### src/rtl/serial_add_sub_pkg.sv
// Shared definitions for the bit-serial adder/subtractor.
//   - ST_IDLE / ST_RUN / ST_DONE : FSM state encodings
//   - state_t                    : 2-bit state type
//   - counter_width()            : bit-counter width for a given operand width
package serial_add_sub_pkg;

    typedef logic [1:0] state_t;

    localparam state_t ST_IDLE = 2'd0;
    localparam state_t ST_RUN  = 2'd1;
    localparam state_t ST_DONE = 2'd2;

    // The counter only has to reach width-1, so clog2(width) bits suffice.
    // It is never narrower than one bit.
    function automatic int counter_width(input int width);
        return (width > 2) ? $clog2(width) : 1;
    endfunction

endpackage

### src/rtl/serial_add_sub_full_adder.sv
// Single-bit full adder cell: the bit-slice of the serial adder.
//   A_i, B_i : operand bits
//   C_i      : carry in
//   S_o      : sum bit
//   C_o      : carry out
module full_adder (
    input  logic A_i,
    input  logic B_i,
    input  logic C_i,
    output logic S_o,
    output logic C_o
);

    assign S_o = A_i ^ B_i ^ C_i;
    assign C_o = (A_i & B_i) | (C_i & (A_i ^ B_i));

endmodule

### src/rtl/serial_add_sub.sv
// Bit-serial WIDTH-bit adder/subtractor. It processes one bit per clock,
// LSB first, through a single full_adder cell and a carry flop.
//   clk_i, rst_ni  : clock, asynchronous active-low reset
//   Start_i        : request, sampled only when not busy
//   Sub_i          : 0 = A+B, 1 = A-B (captured with Start_i)
//   A_i, B_i       : operands (captured with Start_i)
//   Busy_o         : high while an operation is in progress
//   Done_o         : one-cycle pulse when S_o/C_o/V_o are updated
//   S_o, C_o, V_o  : result, carry-out (subtract: 1 = no borrow), overflow
module serial_add_sub
    import serial_add_sub_pkg::*;
#(
    parameter int WIDTH = 8
) (
    input  logic             clk_i,
    input  logic             rst_ni,
    input  logic             Start_i,
    input  logic             Sub_i,
    input  logic [WIDTH-1:0] A_i,
    input  logic [WIDTH-1:0] B_i,
    output logic             Busy_o,
    output logic             Done_o,
    output logic [WIDTH-1:0] S_o,
    output logic             C_o,
    output logic             V_o
);

    localparam int               CNT_W = counter_width(WIDTH);
    localparam logic [CNT_W-1:0] LAST  = CNT_W'(WIDTH - 1);

    state_t           state;
    logic [WIDTH-1:0] a_sh;
    logic [WIDTH-1:0] b_sh;   // B already conditionally inverted
    logic [WIDTH-1:0] r_sh;
    logic             carry;
    logic [CNT_W-1:0] cnt;

    logic             fa_s;
    logic             fa_c;
    logic [WIDTH-1:0] r_next;

    full_adder u_fa (
        .A_i (a_sh[0]),
        .B_i (b_sh[0]),
        .C_i (carry),
        .S_o (fa_s),
        .C_o (fa_c)
    );

    // The sum bit enters at the MSB, so after WIDTH shifts the LSB of the
    // result has reached bit 0.
    assign r_next = {fa_s, r_sh[WIDTH-1:1]};

    always_ff @(posedge clk_i or negedge rst_ni) begin
        if (!rst_ni) begin
            state  <= ST_IDLE;
            a_sh   <= '0;
            b_sh   <= '0;
            r_sh   <= '0;
            carry  <= 1'b0;
            cnt    <= '0;
            Busy_o <= 1'b0;
            Done_o <= 1'b0;
            S_o    <= '0;
            C_o    <= 1'b0;
            V_o    <= 1'b0;
        end else begin
            case (state)
                ST_IDLE, ST_DONE: begin
                    Done_o <= 1'b0;
                    if (Start_i) begin
                        // Subtraction is A + ~B + 1: invert B here and
                        // preload the carry with the +1.
                        a_sh   <= A_i;
                        b_sh   <= B_i ^ {WIDTH{Sub_i}};
                        carry  <= Sub_i;
                        cnt    <= '0;
                        Busy_o <= 1'b1;
                        state  <= ST_RUN;
                    end else begin
                        state  <= ST_IDLE;
                    end
                end

                ST_RUN: begin
                    a_sh  <= a_sh >> 1;
                    b_sh  <= b_sh >> 1;
                    r_sh  <= r_next;
                    carry <= fa_c;
                    cnt   <= cnt + 1'b1;
                    if (cnt == LAST) begin
                        // On the MSB step, the carry flop holds the carry
                        // into the MSB. Overflow is that carry XOR the
                        // carry out of the MSB.
                        S_o    <= r_next;
                        C_o    <= fa_c;
                        V_o    <= carry ^ fa_c;
                        Busy_o <= 1'b0;
                        Done_o <= 1'b1;
                        state  <= ST_DONE;
                    end
                end

                default: begin
                    Busy_o <= 1'b0;
                    Done_o <= 1'b0;
                    state  <= ST_IDLE;
                end
            endcase
        end
    end

endmodule

### config.mk
export PLATFORM = sky130hd
export DESIGN_NAME = serial_add_sub
export DESIGN_NICKNAME = d
export VERILOG_FILES = /design/src/rtl/serial_add_sub_pkg.sv /design/src/rtl/serial_add_sub_full_adder.sv /design/src/rtl/serial_add_sub.sv
export SDC_FILE = /design/constraint.sdc
export NUM_CORES = 1
export LEC_CHECK = 0
export CORE_MARGIN = 1
export CORE_UTILIZATION = 46
export CTS_CLUSTER_DIAMETER = 40
export DETAILED_ROUTE_END_ITERATION = 7
export MAX_ROUTING_LAYER = met4
export PLACE_DENSITY = 0.75
export SLEW_MARGIN = 30
export SYNTH_ARGS = -nofsm -noshare
export SYNTH_HDL_FRONTEND = slang
export SYNTH_HIERARCHICAL = 1
export SYNTH_SLANG_ARGS = --single-unit
### constraint.sdc
create_clock -name clk_i -period 1.59 [get_ports clk_i]
set_input_delay 0.318 -clock clk_i [delete_from_list [all_inputs] [get_ports clk_i]]
set_output_delay 0.318 -clock clk_i [all_outputs]
set_load 0.03 [all_outputs]
# Word level (Yosys, flattened, before mapping)

Cells that the tools add are included.
Widths: inputs -> output; s select.

Eq/ne operators: 5
Bitwise operators: 7
Div/mod/pow operators: 0
Shifts and indexed selects: 0
$lt $le $gt $ge: 0
Reductions and logical operators: 6
Muxes and demuxes: 16
$mul: 0
Add/subtract/negate cells: 1

Operators by type and width:

| cell                | number |
|---|---|
| $pmux 8 s2          | 2 |
| $mux 8              | 2 |
| $xor 8x8->8         | 1 |
| $mux 1              | 6 |
| $pmux 3 s2          | 1 |
| $reduce_and 2->1    | 3 |
| $ne 2x2->1 const B  | 2 |
| $pmux 1 s2          | 2 |
| $pmux 2 s2          | 1 |
| $add 3x1->3 const B | 1 |
| $eq 3x3->1 const B  | 1 |
| $mux 3              | 1 |
| $xor 1x1->1         | 3 |
| $and 1x1->1         | 2 |
| $eq 2x1->1 const B  | 1 |
| $eq 2x2->1 const B  | 1 |
| $logic_not 2->1     | 1 |
| $mux 2              | 1 |
| $reduce_bool 2->1   | 1 |
| $reduce_or 2->1     | 1 |
| $or 1x1->1          | 1 |

Output and inout bits: 12
Input bits: 20
Latch bits: 0
Memory bits (read-only): 0
Memories: 0
Word-level logic and storage cells: 46
RAM bits: 0
Register bits after elaboration: 42

# Longest topological paths before layout

Gate-level depths: netlist of run 1.

Depth in word-level cells: 4
Depth in mapped cells: 6
Mapped depth without buffers: 5

# Modules after synthesis

Netlist of run 1, hierarchy kept.

By module, submodules not included:

| module         | seq. area each (µm²) | area an instance (µm²) | times used | cells each |
|---|---|---|---|---|
| serial_add_sub | 1,001.0              | 1,682.9                | 1          | 125 |
| full_adder     | 0.0                  | 20.0                   | 1          | 1 |

# Worst setup path before layout of run 1

Ideal clock, no wire load.

Kind: register to register
Start: register cnt[0]
End: register C_o
Path slack: 0.050 ns
Stages on the path, launching flop included: 6
Clock period less this slack: 1.540 ns
Path buffers: 1
Data required time: 1.465 ns
Setup time: 0.125 ns
Data arrival time: 1.415 ns
Cell sequence: dfrtp_1 -> ha_1 -> ha_1 -> nand3b_1 -> buf_2 -> mux2_2

Word-level cells in the longest chain between the ends: 2

RTL lines:

| what                       | line                 | text |
|---|---|---|
| start: declaration         | serial_add_sub.sv:36 | `logic [CNT_W-1:0] cnt;` |
| start signal: assignment   | serial_add_sub.sv:90 | `cnt <= cnt + 1'b1;` |
| $eq 3x3->1                 | serial_add_sub.sv:91 | `if (cnt == LAST) begin` |
| $reduce_and 2->1 (no line) | n/a                  |  |
| end signal: assignment     | serial_add_sub.sv:65 | `C_o <= 1'b0;` |
| end signal: assignment     | serial_add_sub.sv:96 | `C_o <= fa_c;` |
| end: declaration           | serial_add_sub.sv:24 | `output logic C_o,` |

No other way between the ends.
A chain may end at the register's enable or synchronous reset.

# Worst setup path after layout of run 1

Ends and elaborated chain as after synthesis.

==> results.ini, run 1 <==
[global_routing]
antenna_found_initial = 0
grt_pass1_vias = 1158
grt_max_degree = 27
grt_usage_pct = 18.8
overflow = 0
grt_pass1_wl_um = 5380

[run]
max_cap_violations = 0

[floorplanning]
die_x_um = 62.8
row_count = 21
die_y_um = 62.8
coreArea_mm2 = 0.00344
fp.dieArea_mm2 = 0.00395
io_pins = 32
start_util_pct = 49.5

[drt]
first_pass_iters = 4
routedWlPerCell_um = 14.5
dr.first_iter.drc_count = 27
routed_wl_um = 3050
drtAntennaViolNets = 0
dr_total_vias = 1098
routed_via_density = 5.23
drc = 0

[clock_tree]
cts.path.max_buffers = 2
htreeDepth = 2
ctsRootBufferMaster = clkbuf_8
cts_buffers = 5
post_cts_buffers = 0
clk_pin_slew_ps = 70
insertion_delay_ps = 290
clock_sinks = 40
cts_tree = yes

[placed_design]
place_ws_ps = -434
gp_congestion = 0.766
dp_cells = 201
placement.cell_area_mm2 = 0.00210
dpl.hpwl_um = 2220
io_buffers = 31

[yosys]
synthesis.nets = 149
synth_cell_types = 21
syn_inst = 126
syn_area_mm2 = 0.00170
avgSynthCellArea_um2 = 13.5
yosysSeqAreaShare_pct = 58.8
ys_ff_latch = 40
synth-edff-count = 0
ys_warn_count = 6
ys_async_sr_fraction_pct = 100
synth-main-ff-cell = dfrtp_1

[timing]
final.min_clock_period_ps = 1510
setup_viol = 0
rsz0062_at_grt = false
slew_headroom_pct = 63.9
max_freq_ghz = 0.662
hold_violations = 0
worst_pin_slew_ps = 540
finalMaxSlewViolations = 0
skew_ps = 8.03
min_period_over_period_pct = 94.9
setup_ws_ps = 80.3
holdWs_ps = 471

[run_status]
status = completed

[critical_path]
path_class = reg -> reg
critPathArrivalTime_ps = 1690
crit_required_ps = 1770
critPathCaptureType = register
path_max_fanout = 12
cp-start-kind = register

[finish]
num_antenna_cells = 0
final_common_cell = dfrtp_1
nNetsFinal = 186
mostFrequentLayoutCells = dfrtp_1 (40), clkdlybuf4s50_1 (18), mux2_2 (17)
fin_area_mm2 = 0.00221
syn_to_final_growth_pct = 29.8
stdcell_count = 210
drive_gt1_share_pct = 22.0

[pwr]
leakagePower_nw = 1.05
p_per_area_mw_per_mm2 = 2050
vdd_drop_max_uv = 873

[hold_path]
hold_path.class = reg -> reg

==> timing repair <==
| item | CTS | global route |
|---|---|---|
| endpoints found under the hold margin | 18 | 0 |
| resized for setup | 13 | 2 |
| setup endpoints to repair | 32 | 9 |
| hold buffers | 1 | 0 |
==> synth_stat cells (3+ instances only) <==
master	n	area share, %
dfrtp_1	40	59
mux2_2	17	11
a22o_1	12	6.2
nor2_1	10	2.2
a21o_1	8	3.5
xnor2_1	8	4.1
a221o_1	7	4.1
buf_2	4	1.2
o21ai_0	3	0.88
==> logic make-up (layout without fill, tap and decap cells) <==
family | after synthesis | count (layout) | synth area share (%)
AOI/OAI and AO/OA | 30 | 30 | 14.7
xor gates and xnor gates | 9 | 9 | 4.63
adders and majority gates | 3 | 3 | 2.64
buffers and inverters | 11 | 49 | 3.82
DFF | 40 | 40 | 58.8
muxes | 17 | 17 | 11.2
and+or+nand+nor | 16 | 16 | 4.19
==> power by group <==
part / switching (mW) / internal, mW / leakage (nW) / total, mW
clock: 0.340 / 0.465 / 0.0552 / 0.806
sequential: 0.297 / 1.50 / 0.492 / 1.80
combinational: 0.930 / 0.998 / 0.503 / 1.93
total: 1.57 / 2.97 / 1.05 / 4.53
==> metrics by stage <==
| step | util (%) | power (mW) | setup TNS [ps] |
|---|---|---|---|
| 5_1_grt | 64.2 | 4.81 | 0 |
| 3_5_place_dp | 61.0 | 3.85 | -7230 |
| 4_1_cts | 64.1 | 4.56 | 0 |
| 2_1_floorplan | - | 3.18 | 0 |
| 6_report | 64.2 | 4.53 | 0 |
| 3_3_place_gp | 61.0 | 3.73 | -5850 |
==> final timing paths <==
path	slack (ps)	cells past startpoint	start	end
setup / recovery	80	5	cnt[0]	C_o
hold reg to reg	470	2	V_o	V_o
max in group asynchronous	630	3	rst_ni	a_sh[6]
min in group asynchronous	490	2	rst_ni	S_o[2]
setup reg to reg	80	5	cnt[0]	C_o
hold / removal	470	2	V_o	V_o
==> routing by layer <==
| metal | track usage [%] | share of wire [%] | vias up |
|---|---|---|---|
| li1 | - | - | 521 |
| met4 | 8.72 | 1.9 | 0 |
| met3 | 5.47 | 3.8 | 6 |
| met5 | - | 0 | - |
| met2 | 29.8 | 52 | 26 |
| met1 | 22.0 | 42 | 545 |
==> critical path, cell delays in order, from the launching register on <==
cell      delay, ps
dfrtp_1         400
ha_2            190
ha_2            190
nand3b_1        140
buf_12          150
mux2_2          330
==> registers in the layout, indices dropped and copies added (netlist names) <==
name	count
S_o	8
a_sh	8
b_sh	8
r_sh	7
cnt	3
state	2
Busy_o	1
C_o	1
V_o	1
carry	1
==> layout make-up <==
| type | instances | area (µm²) |
|---|---|---|
| fillers | 282 | 1230 |
| flip-flops and latches | 40 | 1000 |
| multi-input cells | 75 | 647 |
| repair buffers | 39 | 390 |
| clock buffers | 6 | 72.6 |
| well taps | 46 | 57.6 |
| clock inverters | 2 | 35.0 |
| inverters | 2 | 7.51 |
(Power assumes the default switching activity.)
==> inputs of run 2 (changes only) <==
==> constraint.sdc (replaced) <==
create_clock -name clk_i -period 1.59 [get_ports clk_i]
set_input_delay 0.318 -clock clk_i [delete_from_list [all_inputs] [get_ports clk_i]]
set_output_delay 0.318 -clock clk_i [all_outputs]
set_load 0.01 [all_outputs]
==> results.ini, run 2 (synthesis results as in run 1) <==
[global_routing]
grt_pass1_wl_um = 5240
antenna_found_initial = 0
grt_pass1_vias = 1225
overflow = 0
grt_max_degree = 27
grt_usage_pct = 18.0

[pwr]
p_switching_mw = 1.34
power_frac_seq_pct = 40.8
clockPowerShare_pct = 18.2
leakagePower_nw = 1.04
sw_frac_of_total_pct = 30.5
p_int_mw = 3.06
p_per_area_mw_per_mm2 = 1980
comb_power_share_pct = 41.0
vdd_drop_max_uv = 931

[placed_design]
io_buffers = 31
dpl.hpwl_um = 2150
gp_congestion = 0.759
place_ws_ps = -412
placement.cell_area_mm2 = 0.00211

[clock_tree]
insertion_delay_ps = 290
cts_buffers = 5
post_cts_buffers = 0
clock_sinks = 40
cts_tree = yes
htreeDepth = 2
cts.path.max_buffers = 2
clk_pin_slew_ps = 70
ctsRootBufferMaster = clkbuf_8

[drt]
dr.first_iter.drc_count = 35
dr_total_vias = 1128
first_pass_iters = 4
routedWlPerCell_um = 13.9
drc = 0
routed_wl_um = 2930
routed_via_density = 5.35
drtAntennaViolNets = 0

[timing]
rsz0062_at_grt = false
setup_ws_ps = 71.5
min_period_over_period_pct = 95.5
setup_viol = 0
holdWs_ps = 485
skew_ps = 5.45
slew_headroom_pct = 62.8
hold_violations = 0
worst_pin_slew_ps = 557
finalMaxSlewViolations = 0
max_freq_ghz = 0.659
setup_tns_ps = 0
final.min_clock_period_ps = 1520

[critical_path]
cp-start-kind = register
path_class = reg -> reg
crit_end = C_o
rrSetupSlack_ps = 70
worst_r2r_endpoint = C_o
crit_required_ps = 1770
reg2reg_depth = 5
crit_start = cnt[0]
critPathArrivalTime_ps = 1700
critPathCaptureType = register
path_max_fanout = 12
r2r_start = cnt[0]

[finish]
nFillCells = 265
fin_area_mm2 = 0.00223
final_common_cell = dfrtp_1
syn_to_final_growth_pct = 30.8
nNetsFinal = 187
drive_gt1_share_pct = 21.2
reg_top3 = S_o x8, a_sh x8, b_sh x8
num_antenna_cells = 0
mostFrequentLayoutCells = dfrtp_1 (40), clkdlybuf4s50_1 (29), mux2_2 (17)

[hold_path]
hold_path.class = reg -> reg
min_path_cells = 1

[floorplanning]
coreArea_mm2 = 0.00344
die_y_um = 62.8
row_count = 21
start_util_pct = 49.5
io_pins = 32
die_x_um = 62.8
fp.dieArea_mm2 = 0.00395

[run]
max_cap_violations = 0

[run_status]
status = completed

-- run 2: changes by cell type in the layout (fill, tap and decap cells not counted) --
| cell | change |
|---|---|
| clkdlybuf4s50_1 | +11 |
| ha_1 | +2 |
| ha_2 | -2 |
| dlygate4sd2_1 | -11 |
| buf_4 | +1 |
-- run 2: power by group through the flow --
stage	Sequential, mW	Combinational (mW)	Clock [mW]
final	1.80	1.80	0.801
after global routing	1.86	1.98	0.867
after CTS	1.80	1.83	0.822
after detailed placement	1.82	1.83	0
after global placement	1.79	1.75	0
after floorplan	1.81	1.16	0
-- run 2: per-layer routing --
metal	part of all wire, %	global-route usage [%]
met3	3.9	6.57
met2	51	30.3
met4	0.99	7.27
met5	0	-
met1	44	19.0
-- run 2: timing repair --
action / 4_1_cts / 5_1_grt
hold endpoints to repair: 18 / 0
resized for setup: 2 / 0
endpoints found under the setup margin: 21 / 0
hold buffers: 1 / 0
-- run 2: critical path: stages (launching register included) --
cell and delay, ps:
dfrtp_1 390, ha_1 210, ha_1 210, nand3b_1 130, buf_12 140, mux2_2 330
-- run 2: how the worst min path moves through the flow --
| stage | startpoint | endpoint | slack, ps |
|---|---|---|---|
| floorplan | rst_ni | Busy_o | 20 |
| global placement | rst_ni | S_o[2] | 280 |
| detailed placement | rst_ni | S_o[2] | 280 |
| CTS | a_sh[4] | a_sh[4] | 490 |
| global route | a_sh[3] | a_sh[3] | 510 |
| finish | a_sh[4] | a_sh[4] | 480 |
-- run 2: per-stage QoR --
step	utilization, %	total power [mW]	instances
finish	64.7	4.40	211
global placement	61.3	3.53	202
global route	64.7	4.70	211
CTS	64.7	4.45	211
floorplan	-	2.97	126
detailed placement	61.3	3.65	202
-- run 2: cell type report --
| cell class | count | area, µm² | area share, % |
|---|---|---|---|
| multi-input cells | 75 | 642 | 28.8 |
| flip-flops and latches | 40 | 1000 | 44.9 |
| repair buffers | 40 | 412 | 18.5 |
| inverters | 2 | 7.51 | 0.337 |
| well taps | 46 | 57.6 | 2.58 |
| clock buffers | 6 | 72.6 | 3.26 |
| clock inverters | 2 | 35.0 | 1.57 |
